File: config.mk
export PLATFORM = sky130hd
export DESIGN_NAME = matmul_core
export DESIGN_NICKNAME = d
export VERILOG_FILES = /design/src/rtl/matmul_core.sv
export SDC_FILE = /design/constraint.sdc
export NUM_CORES = 1
export LEC_CHECK = 0
export ABC_AREA = 1
export CAP_MARGIN = 20
export CORE_UTILIZATION = 26
export DETAILED_ROUTE_END_ITERATION = 10
export PLACE_DENSITY_LB_ADDON = 0.3
export SLEW_MARGIN = 30
export SYNTH_ARGS = -nofsm -noshare
export SYNTH_HDL_FRONTEND = slang
export SYNTH_SLANG_ARGS = --single-unit
File: constraint.sdc
create_clock -name clock -period 6.4 [get_ports clock]
set_input_delay 1.28 -clock clock [delete_from_list [all_inputs] [get_ports clock]]
set_output_delay 1.28 -clock clock [all_outputs]
set_load 0.02 [all_outputs]
File: src/rtl/matmul_core.sv
// matmul_core: sequential integer matrix multiplier, D = A x B, with one
// multiply-accumulate per three cycles against a synchronous single-port RAM.
// Several cores can share the row space: this core handles rows CORE_ID,
// CORE_ID+NUM_CORES, ...
`timescale 1ns/1ps
module matmul_core #(
    parameter int DATA_W    = 16,
    parameter int ADDR_W    = 8,
    parameter int DIM_W     = 4,
    parameter int CORE_ID   = 0,
    parameter int NUM_CORES = 1
) (
    input  logic              clock,
    input  logic              rst,
    input  logic              start,
    input  logic [DIM_W-1:0]  dim_i,
    input  logic [DIM_W-1:0]  dim_j,
    input  logic [DIM_W-1:0]  dim_k,
    input  logic [ADDR_W-1:0] base_a,
    input  logic [ADDR_W-1:0] base_b,
    input  logic [ADDR_W-1:0] base_d,
    output logic              busy,
    output logic              done,
    output logic              mem_we,
    output logic [ADDR_W-1:0] mem_addr,
    output logic [DATA_W-1:0] mem_wdata,
    input  logic [DATA_W-1:0] mem_rdata
);
    // Row index must hold i + NUM_CORES without wrapping.
    localparam int IDX_W = DIM_W + $clog2(NUM_CORES + 1);
    // Index products are formed at least ADDR_W wide, then wrap to ADDR_W.
    localparam int PW = (IDX_W + DIM_W > ADDR_W) ? IDX_W + DIM_W : ADDR_W;

    typedef enum logic [2:0] {IDLE, RD_A, RD_B, MAC, WRITE, FINISH} state_t;

    state_t            state_q, state_d;
    logic [DIM_W-1:0]  dim_i_q, dim_i_d, dim_j_q, dim_j_d, dim_k_q, dim_k_d;
    logic [ADDR_W-1:0] base_a_q, base_a_d, base_b_q, base_b_d, base_d_q, base_d_d;
    logic [IDX_W-1:0]  i_q, i_d;
    logic [DIM_W-1:0]  j_q, j_d, k_q, k_d;
    logic [DATA_W-1:0] acc_q, acc_d, a_q, a_d;

    logic [PW-1:0]     prod_ik, prod_kj, prod_ij;
    logic [ADDR_W-1:0] addr_a, addr_b, addr_d;
    logic [IDX_W-1:0]  i_next;

    // Element addresses for the current (i, j, k) position.
    always_comb begin
        prod_ik = PW'(i_q) * PW'(dim_k_q);
        prod_kj = PW'(k_q) * PW'(dim_j_q);
        prod_ij = PW'(i_q) * PW'(dim_j_q);
        addr_a  = base_a_q + prod_ik[ADDR_W-1:0] + ADDR_W'(k_q);
        addr_b  = base_b_q + prod_kj[ADDR_W-1:0] + ADDR_W'(j_q);
        addr_d  = base_d_q + prod_ij[ADDR_W-1:0] + ADDR_W'(j_q);
        i_next  = i_q + IDX_W'(NUM_CORES);
    end

    // Next-state, datapath updates and memory port drive.
    always_comb begin
        state_d   = state_q;
        dim_i_d   = dim_i_q;
        dim_j_d   = dim_j_q;
        dim_k_d   = dim_k_q;
        base_a_d  = base_a_q;
        base_b_d  = base_b_q;
        base_d_d  = base_d_q;
        i_d       = i_q;
        j_d       = j_q;
        k_d       = k_q;
        acc_d     = acc_q;
        a_d       = a_q;
        mem_we    = 1'b0;
        mem_addr  = '0;
        mem_wdata = '0;
        case (state_q)
            IDLE: begin
                if (start) begin
                    dim_i_d  = dim_i;
                    dim_j_d  = dim_j;
                    dim_k_d  = dim_k;
                    base_a_d = base_a;
                    base_b_d = base_b;
                    base_d_d = base_d;
                    i_d      = IDX_W'(CORE_ID);
                    j_d      = '0;
                    k_d      = '0;
                    acc_d    = '0;
                    // Empty product or no row for this core: nothing to write.
                    if (dim_i == '0 || dim_j == '0 || dim_k == '0 ||
                        IDX_W'(CORE_ID) >= IDX_W'(dim_i))
                        state_d = FINISH;
                    else
                        state_d = RD_A;
                end
            end
            RD_A: begin
                mem_addr = addr_a;
                state_d  = RD_B;
            end
            RD_B: begin
                mem_addr = addr_b;
                a_d      = mem_rdata;
                state_d  = MAC;
            end
            MAC: begin
                acc_d = acc_q + a_q * mem_rdata;
                if (k_q + DIM_W'(1) != dim_k_q) begin
                    k_d     = k_q + DIM_W'(1);
                    state_d = RD_A;
                end else begin
                    state_d = WRITE;
                end
            end
            WRITE: begin
                mem_we    = 1'b1;
                mem_addr  = addr_d;
                mem_wdata = acc_q;
                acc_d     = '0;
                k_d       = '0;
                if (j_q + DIM_W'(1) != dim_j_q) begin
                    j_d     = j_q + DIM_W'(1);
                    state_d = RD_A;
                end else begin
                    j_d     = '0;
                    i_d     = i_next;
                    state_d = (i_next < IDX_W'(dim_i_q)) ? RD_A : FINISH;
                end
            end
            FINISH:  state_d = IDLE;
            default: state_d = IDLE;
        endcase
    end

    assign busy = (state_q != IDLE);
    assign done = (state_q == FINISH);

    // State and datapath registers; reset clears everything and aborts a run.
    always_ff @(posedge clock) begin
        if (rst) begin
            state_q  <= IDLE;
            dim_i_q  <= '0;
            dim_j_q  <= '0;
            dim_k_q  <= '0;
            base_a_q <= '0;
            base_b_q <= '0;
            base_d_q <= '0;
            i_q      <= '0;
            j_q      <= '0;
            k_q      <= '0;
            acc_q    <= '0;
            a_q      <= '0;
        end else begin
            state_q  <= state_d;
            dim_i_q  <= dim_i_d;
            dim_j_q  <= dim_j_d;
            dim_k_q  <= dim_k_d;
            base_a_q <= base_a_d;
            base_b_q <= base_b_d;
            base_d_q <= base_d_d;
            i_q      <= i_d;
            j_q      <= j_d;
            k_q      <= k_d;
            acc_q    <= acc_d;
            a_q      <= a_d;
        end
    end

endmodule

# Yosys cells after proc, flatten, opt, wreduce, memory -nomap -nowiden
# Cells that the tools add are included.
# word_totals
regBits	84
inputBits	55
out_inout_bits	27
elab_cells	72
# op_classes
addsub	10
multipliers	4
n_lt_le_gt_ge	2
eq_ne	10
muxes	19
reduce_logical	15
# op_table
op	n
case mux 16 bit (3 select lines)	1
2-to-1 mux 16 bit	2
adder 8 x 4 -> 8 bit	3
adder 8 bit	3
case mux 8 bit (3 select lines)	1
adder 16 bit	1
multiplier 16 x 16 -> 16 bit	1
multiplier 5 x 4 -> 8 bit	2
2-to-1 mux 3 bit	5
case mux 3 bit (5 select lines)	1
zero test 4 bit	3
2-to-1 mux 4 bit	3
case mux 4 bit (3 select lines)	1
2-to-1 mux 5 bit	2
case mux 5 bit (2 select lines)	1
adder 4 x 1 -> 4 bit, second input constant	2
multiplier 4 x 4 -> 8 bit	1
!= test 4 bit	2
case mux 4 bit (2 select lines)	1
equality test 3 x 2 -> 1 bit, second input constant	2
equality test 3 bit, second input constant	2
!= test 2 bit, second input constant	3
AND reduction 2 bit	3
AND reduction 3 bit	2
other kinds (9)	12

# Depth between registers and ports, before layout
# Gate-level depths: netlist (run 1).
# logic_depth
word_depth	7
depth_mapped	28
ltp_nobuf	27

# Worst setup path before layout (run 1)
# No wires, ideal clock.
# synth_path
path_type	input port to flip-flop
from	in mem_rdata[1]
to	reg acc_q[15]
setup_ns	0.071
arrival_ns	6.242
required_ns	6.329
slack_ns	0.087
cell_stages	23
n_path_buf	2
path_cell_list	clkbuf_2 -> clkbuf_1 -> nand2_1 -> fa_1 -> fa_1 -> inv_1 -> fa_1 -> fa_1 -> fa_1 -> inv_1 -> fa_1 -> inv_1 -> ha_1 -> a21oi_1 -> o21a_1 -> nand3_1 -> nand2_1 -> nand2_1 -> a21oi_1 -> inv_1 -> nand3_1 -> nand3_1 -> a21oi_1
# synth_via
elab_chain_cells	3
# synth_rtl
element	line	rtl
start, declared	27	input logic [DATA_W-1:0] mem_rdata
multiplier 16 x 16 -> 16 bit	106	acc_d = acc_q + a_q * mem_rdata;
adder 16 bit	106	
case mux 16 bit (3 select lines)	75	case (state_q)
end signal, assigned	150	acc_q <= '0;
end signal, assigned	163	acc_q <= acc_d;
end, declared	41	logic [DATA_W-1:0] acc_q, acc_d, a_q, a_d;
# No other way between the ends.
# A chain may end at the register's enable or synchronous reset.

# Worst setup path after layout (run 1)
# layout_path
from	in mem_rdata[8]
to	reg acc_q[15]
# The elaborated chain is that of the path after synthesis.

==> summary.txt, run 1 <==
Static Leakage - 6.633 nW
Tot GR Track Use - 0.1492
CTS tree - yes
relative slew slack - 0.4008
Placed Cells - 2041
critical path launch point type - input port
final std cells w/o fill - 2059
yosys warns - 0
Critical Path Sink Type - register
Post-synth ARST share - 0
RD Place Congestion - 0.8685
Hold Violations, Final - 0
routed via count - 8854
status - complete, no violations
CP max stage delay - 0.61 ns
WL/cell - 14.10 µm
Initial DRT Pass Iterations - 5
Post-synth EDFFs - 0
Pwr per Cell Area - 222.8 nW/µm²
Crit Path Max Fanout - 5
CP Class - in2reg
clk_lat worst skew - 0.36 ns
first-pass GRT wire length - 47980 µm
CP Cell Sequence - clkdlybuf4s50_1 > nand2_1 > fa_1 > inv_1 > fa_1 > ha_1 > fa_1 > fa_1 > inv_1 > fa_1 > inv_1 > ha_1 > a21oi_1 > o21a_1 > nand3_1 > nand2_1 > nand2_1 > a21oi_2 > inv_1 > nand3_1 > nand3_1 > a21oi_2
Fin Setup TNS - 0 ns
H-Tree Depth - 3
Final Slew Violations - 0
Syn Inst Count - 1447
CTS max path bufs - 2
slowest CP cell - clkdlybuf4s50_1
Core Rows - 73
Layout Utilization - 0.3121
die height - 203.1 µm
clk sinks - 84
most used cell, CP - fa_1
initial drt markers - 336
FF/Latch Area - 1682 µm²
Fin Clk Skew - 0.008422 ns
pin count of the biggest net entering global routing - 54
TritonCTS Buffers - 9
root buffer cell - clkbuf_16
final setup vio count - 0
share of cells above drive strength 1 - 0.06389
syn nets - 1736
DRC Markers - 0
synthesized area - 10520 µm²
crit share post-route - 0.9586
Worst Hold Class - reg2reg
vias in the first global route - 9034
synthesized flop and latch total - 84
initial antenna violation count - 0
Critical Path AT - 6.43 ns
final net count - 1818
Post-Route WL - 29030 µm
# port buffers - 81
Area Growth Syn to Fin - 18.18%
drt via density - 4.300
Tmin final - 6.135 ns
core box area - 39820 µm²
Synth Flop Type - dfxtp_1
Worst-Margin Slew - 0.8979 ns
Max-cap violations - 0
Ports - 82
syn_area_per_cell - 7.269 µm²
Seq/Total Area, Yosys - 0.1599
Chip Width - 203.1 µm
RSZ-0062 raised after global routing - false
fmax - 163.0 MHz
ant diodes - 0
count of cell types in the netlist - 46
Worst EP required - 6.69 ns
Routed Antenna Nets - 0
Fin Hold WS - 0.4615 ns
commonest non-fill, non-tap cell in the layout - nand2_1
VDD IR-drop max - 0.1526 mV
DP Wirelength - 23250 µm
fillers - 4340
total gr overflow - 0
Die ar. - 41260 µm²
clock-pin slew on the worst setup and hold paths - 0.06 ns
Initial Utilization - 0.2641
multi-input logic area - 7287 µm²
commonest cells after routing, fill and taps aside - nand2_1, inv_1, fa_1, nor2_1, ha_1
[kinds of logic after synthesis]
logic type | count (synthesis) | synth area share
and+or+nand+nor | 540 | 0.2089
adders and majority gates | 234 | 0.3783
AOI/OAI and AO/OA | 153 | 0.07982
DFF | 84 | 0.1599
xor gates and xnor gates | 29 | 0.02415
buffers and inverters | 407 | 0.1489
[routing by layer]
layer	share of wire	track usage	wire, µm
met1	0.48	0.2009	13840
met2	0.47	0.2539	13720
met3	0.038	0.01942	1108
met4	0.013	0.03088	366
met5	0	0	0
[power by group]
group	internal (W)	switching (W)	total (W)
clock network	0.000297	0.000248	0.000544
logic	0.000629	0.000885	0.00151
registers	0.000589	0.000121	0.000710
total	0.00152	0.00125	0.00277
[cell type report]
cell class              count  area share
multi-input cells         956      0.5863
inverters                 347      0.1048
well taps                 525     0.05285
clock buffers              12     0.02144
flip-flops and latches     84      0.1353
clock inverters             4    0.002517
repair buffers            131     0.09684
[cell usage after synthesis, types with 3 or more instances]
library cell,instances,area share
nand2_1,344,0.12
a21oi_2,3,0.0025
nor2_4,3,0.0032
ha_1,94,0.11
o21ai_0,68,0.032
buf_4,5,0.0036
fa_1,140,0.27
dfxtp_1,84,0.16
xnor2_1,16,0.013
nor2_1,127,0.045
inv_2,8,0.0029
nand3b_1,3,0.0021
a21oi_1,61,0.029
o221ai_1,4,0.0033
clkbuf_1,38,0.014
xor2_1,13,0.011
o21a_1,3,0.0021
nor4_1,3,0.0018
nand3_1,37,0.018
nor3_1,9,0.0043
buf_2,12,0.0057
clkbuf_2,4,0.0019
inv_1,337,0.12
a31oi_1,4,0.0024
[worst paths after layout]
check	start	slack [ns]	to	depth (start not counted)
max	mem_rdata[8]	0.26	acc_q[15]	22
min	acc_q[7]	0.46	acc_q[7]	2
min reg2reg	acc_q[7]	0.46	acc_q[7]	2
max reg2reg	a_q[5]	0.89	acc_q[14]	23
[per-stage QoR]
stage | instance area [µm²] | power, W | setup slack (ns)
detailed placement | 12080 | 0.002235 | -0.3901
finish | 12430 | 0.002769 | 0.2648
global placement | 12080 | 0.002240 | -0.3716
CTS | 12380 | 0.002810 | 0.05350
global route | 12430 | 0.003070 | 0.01475
floorplan | 10520 | 0.001696 | 0.08672
[critical path: cells and delay by family]
kind	cells	cell delay [ns]
adders and majority gates	7	3.24
buffers and inverters	5	0.82
AOI/OAI and AO/OA	4	0.55
and+or+nand+nor	6	0.54
[sequential cells by signal (all words and copies together) (netlist names), 5 cells and up]
name / count
acc_q: 16
base_d_q: 8
i_q: 5
base_a_q: 8
a_q: 16
base_b_q: 8
[timing repair]
action,CTS,global route
setup endpoints to repair,1,5
hold buffers,0,0
buffers inserted,0,2
pin swaps,0,3
gates resized for setup,1,14
Power figures use the tool's default switching activity.
==> inputs of run 2 (changes only) <==
==> constraint.sdc (replaced) <==
create_clock -name clock -period 5.85 [get_ports clock]
set_input_delay 1.17 -clock clock [delete_from_list [all_inputs] [get_ports clock]]
set_output_delay 1.17 -clock clock [all_outputs]
set_load 0.02 [all_outputs]
==> summary.txt, run 2 (synthesis results as in run 1) <==
fillers - 4383
commonest non-fill, non-tap cell in the layout - nand2_1
clock-pin slew on the worst setup and hold paths - 0.07 ns
CTS max path bufs - 2
initial drt markers - 432
Routed Antenna Nets - 0
Critical Path Sink Type - register
Critical Path AT - 5.95 ns
pin count of the biggest net entering global routing - 45
Post-Route WL - 30150 µm
Area Growth Syn to Fin - 20.02%
die height - 203.1 µm
final setup vio count - 0
Fin Setup TNS - 0 ns
Initial DRT Pass Iterations - 5
RD Place Congestion - 0.8884
DRC Markers - 0
vias in the first global route - 9235
total gr overflow - 0
Hold Violations, Final - 0
met1 GRT Util - 0.2125
fin area - 12620 µm²
clk sinks - 84
critical path launch point type - input port
met2 GRT Util - 0.2556
Static Leakage - 6.709 nW
Final Slew Violations - 0
WL/cell - 14.55 µm
H-Tree Depth - 3
Core Rows - 73
most heavily used metal layer in global routing - met2
Worst Hold Class - reg2reg
Fin Clk Skew - 0.007389 ns
placed cell areas - 12210 µm²
Initial Utilization - 0.2641
Worst-Margin Slew - 0.8760 ns
initial antenna violation count - 0
CTS Hold Bufs - 0
Chip Width - 203.1 µm
Hold Path Stages - 2
Pwr per Cell Area - 255.4 nW/µm²
core box area - 39820 µm²
Tot GR Track Use - 0.1552
routed via count - 9026
final net count - 1832
commonest cells after routing, fill and taps aside - nand2_1, inv_1, fa_1, nor2_1, ha_1
Layout Utilization - 0.3170
share of cells above drive strength 1 - 0.09496
status - complete, no violations
root buffer cell - clkbuf_16
TritonCTS Buffers - 9
CTS tree - yes
crit share post-route - 0.9671
first-pass GRT wire length - 49650 µm
Crit Path Max Fanout - 5
Max-cap violations - 0
Worst EP required - 6.14 ns
largest registers - a_q x16, acc_q x16
M3 GR Usage - 0.02552
DP Wirelength - 24400 µm
clk_lat worst skew - 0.36 ns
Tmin final - 5.658 ns
relative slew slack - 0.4153
Placed Cells - 2053
worst r2r path cells - 20
drt via density - 4.354
ant diodes - 0
CP Class - in2reg
Die ar. - 41260 µm²
Ports - 82
fmax - 176.8 MHz
# port buffers - 81
VDD IR-drop max - 0.1787 mV
final std cells w/o fill - 2073
==> run 2: cell types whose count changed in the layout (fill, tap and decap cells not counted), sizes merged, moves of 2 or more <==
cell,delta
buf,+19
clkdlybuf4s50,-5
clkinv,+3
clkinvlp,-3
dlymetal6s2s,-3
clkbuf,+2
==> run 2: routing by layer <==
layer | wire (µm) | share of wire | vias up
li1 | - | - | 4477
met1 | 14170 | 0.47 | 4316
met2 | 14040 | 0.47 | 202
met3 | 1416 | 0.047 | 31
met4 | 521 | 0.017 | 0
met5 | 0 | 0 | -
==> run 2: final cells by class <==
class / count / area, µm² / share of cell area
multi-input cells: 956 / 7407 / 0.5868
flip-flops and latches: 84 / 1688 / 0.1337
inverters: 347 / 1303 / 0.1032
repair buffers: 145 / 1281 / 0.1015
well taps: 525 / 656.9 / 0.05204
clock buffers: 12 / 256.5 / 0.02032
clock inverters: 4 / 31.28 / 0.002478
==> run 2: path summary, 6_finish.rpt <==
path | from | end | slack [ns]
worst max-delay path | mem_rdata[4] | acc_q[15] | 0.19
worst min-delay path | acc_q[4] | acc_q[4] | 0.46
worst max register to register | a_q[4] | acc_q[11] | 0.54
worst min register to register | acc_q[4] | acc_q[4] | 0.46
==> run 2: critical path, cell delays in order <==
cell,delay (ns)
buf_4,0.14
nand2_1,0.06
inv_1,0.06
fa_1,0.53
inv_1,0.05
fa_1,0.56
fa_1,0.44
fa_1,0.51
inv_1,0.06
fa_1,0.51
inv_1,0.06
fa_1,0.53
inv_1,0.06
ha_4,0.24
nand2_2,0.09
nor2_2,0.04
nand3_1,0.10
nand3_2,0.10
nand2_1,0.07
nand2_1,0.06
a21oi_2,0.15
inv_1,0.06
nand3_1,0.07
nand3_1,0.07
a21oi_1,0.15
==> run 2: power breakdown <==
part | internal (W) | switching, W
clock network | 0.000314 | 0.000270
registers | 0.000646 | 0.000121
logic | 0.000790 | 0.00108
==> run 2: what timing repair did <==
action / CTS / global route
buffers inserted: 0 / 4
gates resized for setup: 29 / 52
pin swaps: 5 / 30
endpoints found under the setup margin: 7 / 7
==> run 2: per-stage QoR <==
stage | power [W] | setup WS (ns) | hold WS, ns
floorplan | 0.001899 | 0.008237 | 0.4353
global placement | 0.002513 | -0.6494 | 0.4512
detailed placement | 0.002523 | -0.7134 | 0.4522
CTS | 0.003158 | -0.06809 | 0.4631
global route | 0.003558 | -0.01184 | 0.4765
finish | 0.003224 | 0.1924 | 0.4625
==> inputs of run 3 (changes only) <==
--- a/config.mk
+++ b/config.mk
@@ -9,7 +9,6 @@
 export CAP_MARGIN = 20
 export CORE_UTILIZATION = 26
 export DETAILED_ROUTE_END_ITERATION = 10
-export PLACE_DENSITY_LB_ADDON = 0.3
 export SLEW_MARGIN = 30
 export SYNTH_ARGS = -nofsm -noshare
 export SYNTH_HDL_FRONTEND = slang
==> summary.txt, run 3 (synthesis results as in run 1) <==
status - complete, no violations
DRC Markers - 0
die height - 203.1 µm
pre-CTS setup slack - -0.6956 ns
Area Growth Syn to Fin - 20.09%
Critical Path Sink Type - register
clk sinks - 84
placed cell areas - 12250 µm²
Worst EP required - 6.15 ns
Initial Utilization - 0.2641
H-Tree Depth - 3
Initial DRT Pass Iterations - 5
VDD IR-drop max - 0.1803 mV
root buffer cell - clkbuf_16
fmax - 177.2 MHz
TritonCTS Buffers - 9
DP Wirelength - 23580 µm
clk_lat worst skew - 0.36 ns
Tot GR Track Use - 0.1473
CTS Hold Bufs - 0
crit share post-route - 0.9647
fin area - 12630 µm²
commonest non-fill, non-tap cell in the layout - nand2_1
Worst Hold Class - reg2reg
core box area - 39820 µm²
CTS max path bufs - 2
CP Class - in2reg
Worst-Margin Slew - 0.9211 ns
Ports - 82
initial drt markers - 518
drt via density - 4.372
worst setup margin - 0.2065 ns
initial antenna violation count - 2
total gr overflow - 0
critical path launch point type - input port
routed via count - 9071
WL/cell - 13.83 µm
RD Place Congestion - 0.9107
final net count - 1833
relative slew slack - 0.3853
pin count of the biggest net entering global routing - 54
commonest cells after routing, fill and taps aside - nand2_1, inv_1, fa_1, nor2_1, ha_1
CTS tree - yes
clock-pin slew on the worst setup and hold paths - 0.07 ns
Die ar. - 41260 µm²
Chip Width - 203.1 µm
# port buffers - 81
first-pass GRT wire length - 47400 µm
largest registers - a_q x16, acc_q x16
Final Slew Violations - 0
Pwr per Cell Area - 252.8 nW/µm²
vias in the first global route - 9093
Post-Route WL - 28700 µm
share of cells above drive strength 1 - 0.09232
Crit Path Max Fanout - 6
Critical Path AT - 5.94 ns
Core Rows - 73
Static Leakage - 6.691 nW
Fin Clk Skew - 0.01133 ns
Tmin final - 5.643 ns
Routed Antenna Nets - 0
final setup vio count - 0
Hold Violations, Final - 0
Max-cap violations - 0
run 3: changes by cell type in the layout (fill, tap and decap cells not counted), moves of 2 or more:
cell       previous run  this run
buf_2                 3         1
o21ai_0              64        66
dfxtp_2               5         1
clkbuf_8              2         0
inv_2                13        16
o21ai_1               6         4
buf_6                 4         2
inv_1               332       329
buf_4                62        65
dfxtp_1              79        83
bufinv_16             0         2
run 3: what timing repair did:
action	in CTS	in global routing
pin swaps	5	23
buffers inserted	0	1
setup endpoints to repair	9	6
gates resized for setup	25	51
run 3: cell type report:
type	count	area, µm²
sequential	84	1683
clock inverter	5	85.08
timing repair buffer	146	1295
antenna	1	2.502
clock buffer	11	232.7
multi-input combinational	956	7373
tap	525	656.9
fill	4364	27190
inverter	347	1303
run 3: final timing paths:
check                from          to  slack, ns  depth (start not counted)
max          mem_rdata[5]   acc_q[14]       0.21                         26
min            dim_i_q[3]  dim_i_q[3]       0.46                          2
min reg2reg    dim_i_q[3]  dim_i_q[3]       0.46                          2
max reg2reg        a_q[5]   acc_q[14]       0.54                         24
run 3: power by group:
| part | total, W | leakage [nW] | switching (W) | internal (W) |
|---|---|---|---|---|
| Clock | 0.000641 | 0.150 | 0.000264 | 0.000377 |
| Combinational | 0.00179 | 5.85 | 0.00104 | 0.000756 |
| Sequential | 0.000757 | 0.688 | 0.000112 | 0.000645 |
| Total | 0.00319 | 6.69 | 0.00141 | 0.00178 |
run 3: per-layer routing:
layer	vias to the layer above	global-route usage	wire [µm]	part of all wire
met3	36	0.02825	1311	0.046
met2	209	0.2468	13610	0.47
met1	4345	0.1941	13240	0.46
li1	4481	-	-	-
met4	0	0.03518	531	0.019
met5	-	0	0	0
run 3: critical path: stages:
cell and delay, ns:
buf_4 0.15, buf_4 0.15, nand2_1 0.06, inv_1 0.06
fa_1 0.52, inv_1 0.06, fa_1 0.53, inv_1 0.04
ha_1 0.21, fa_1 0.49, fa_1 0.50, inv_1 0.06
fa_1 0.53, inv_1 0.06, ha_4 0.25, nand2_1 0.06
a21oi_1 0.06, a211oi_1 0.21, nand3_1 0.15, nand2_1 0.09
nand2_1 0.05, nand2_1 0.08, nand2_2 0.06, a21oi_2 0.12
o21ai_1 0.07, a21oi_1 0.14
run 3: metrics by stage:
stage,hold slack (ns),utilization,total power [W],TNS [ns],std cells
2_1_floorplan,0.4353,-,0.001899,0,1447
3_3_place_gp,0.4492,0.3076,0.002465,-4.138,2057
3_5_place_dp,0.4574,0.3076,0.002502,-4.586,2057
4_1_cts,0.4675,0.3158,0.003172,0,2073
5_1_grt,0.4796,0.3171,0.003513,-0.03071,2074
6_report,0.4634,0.3172,0.003192,0,2075
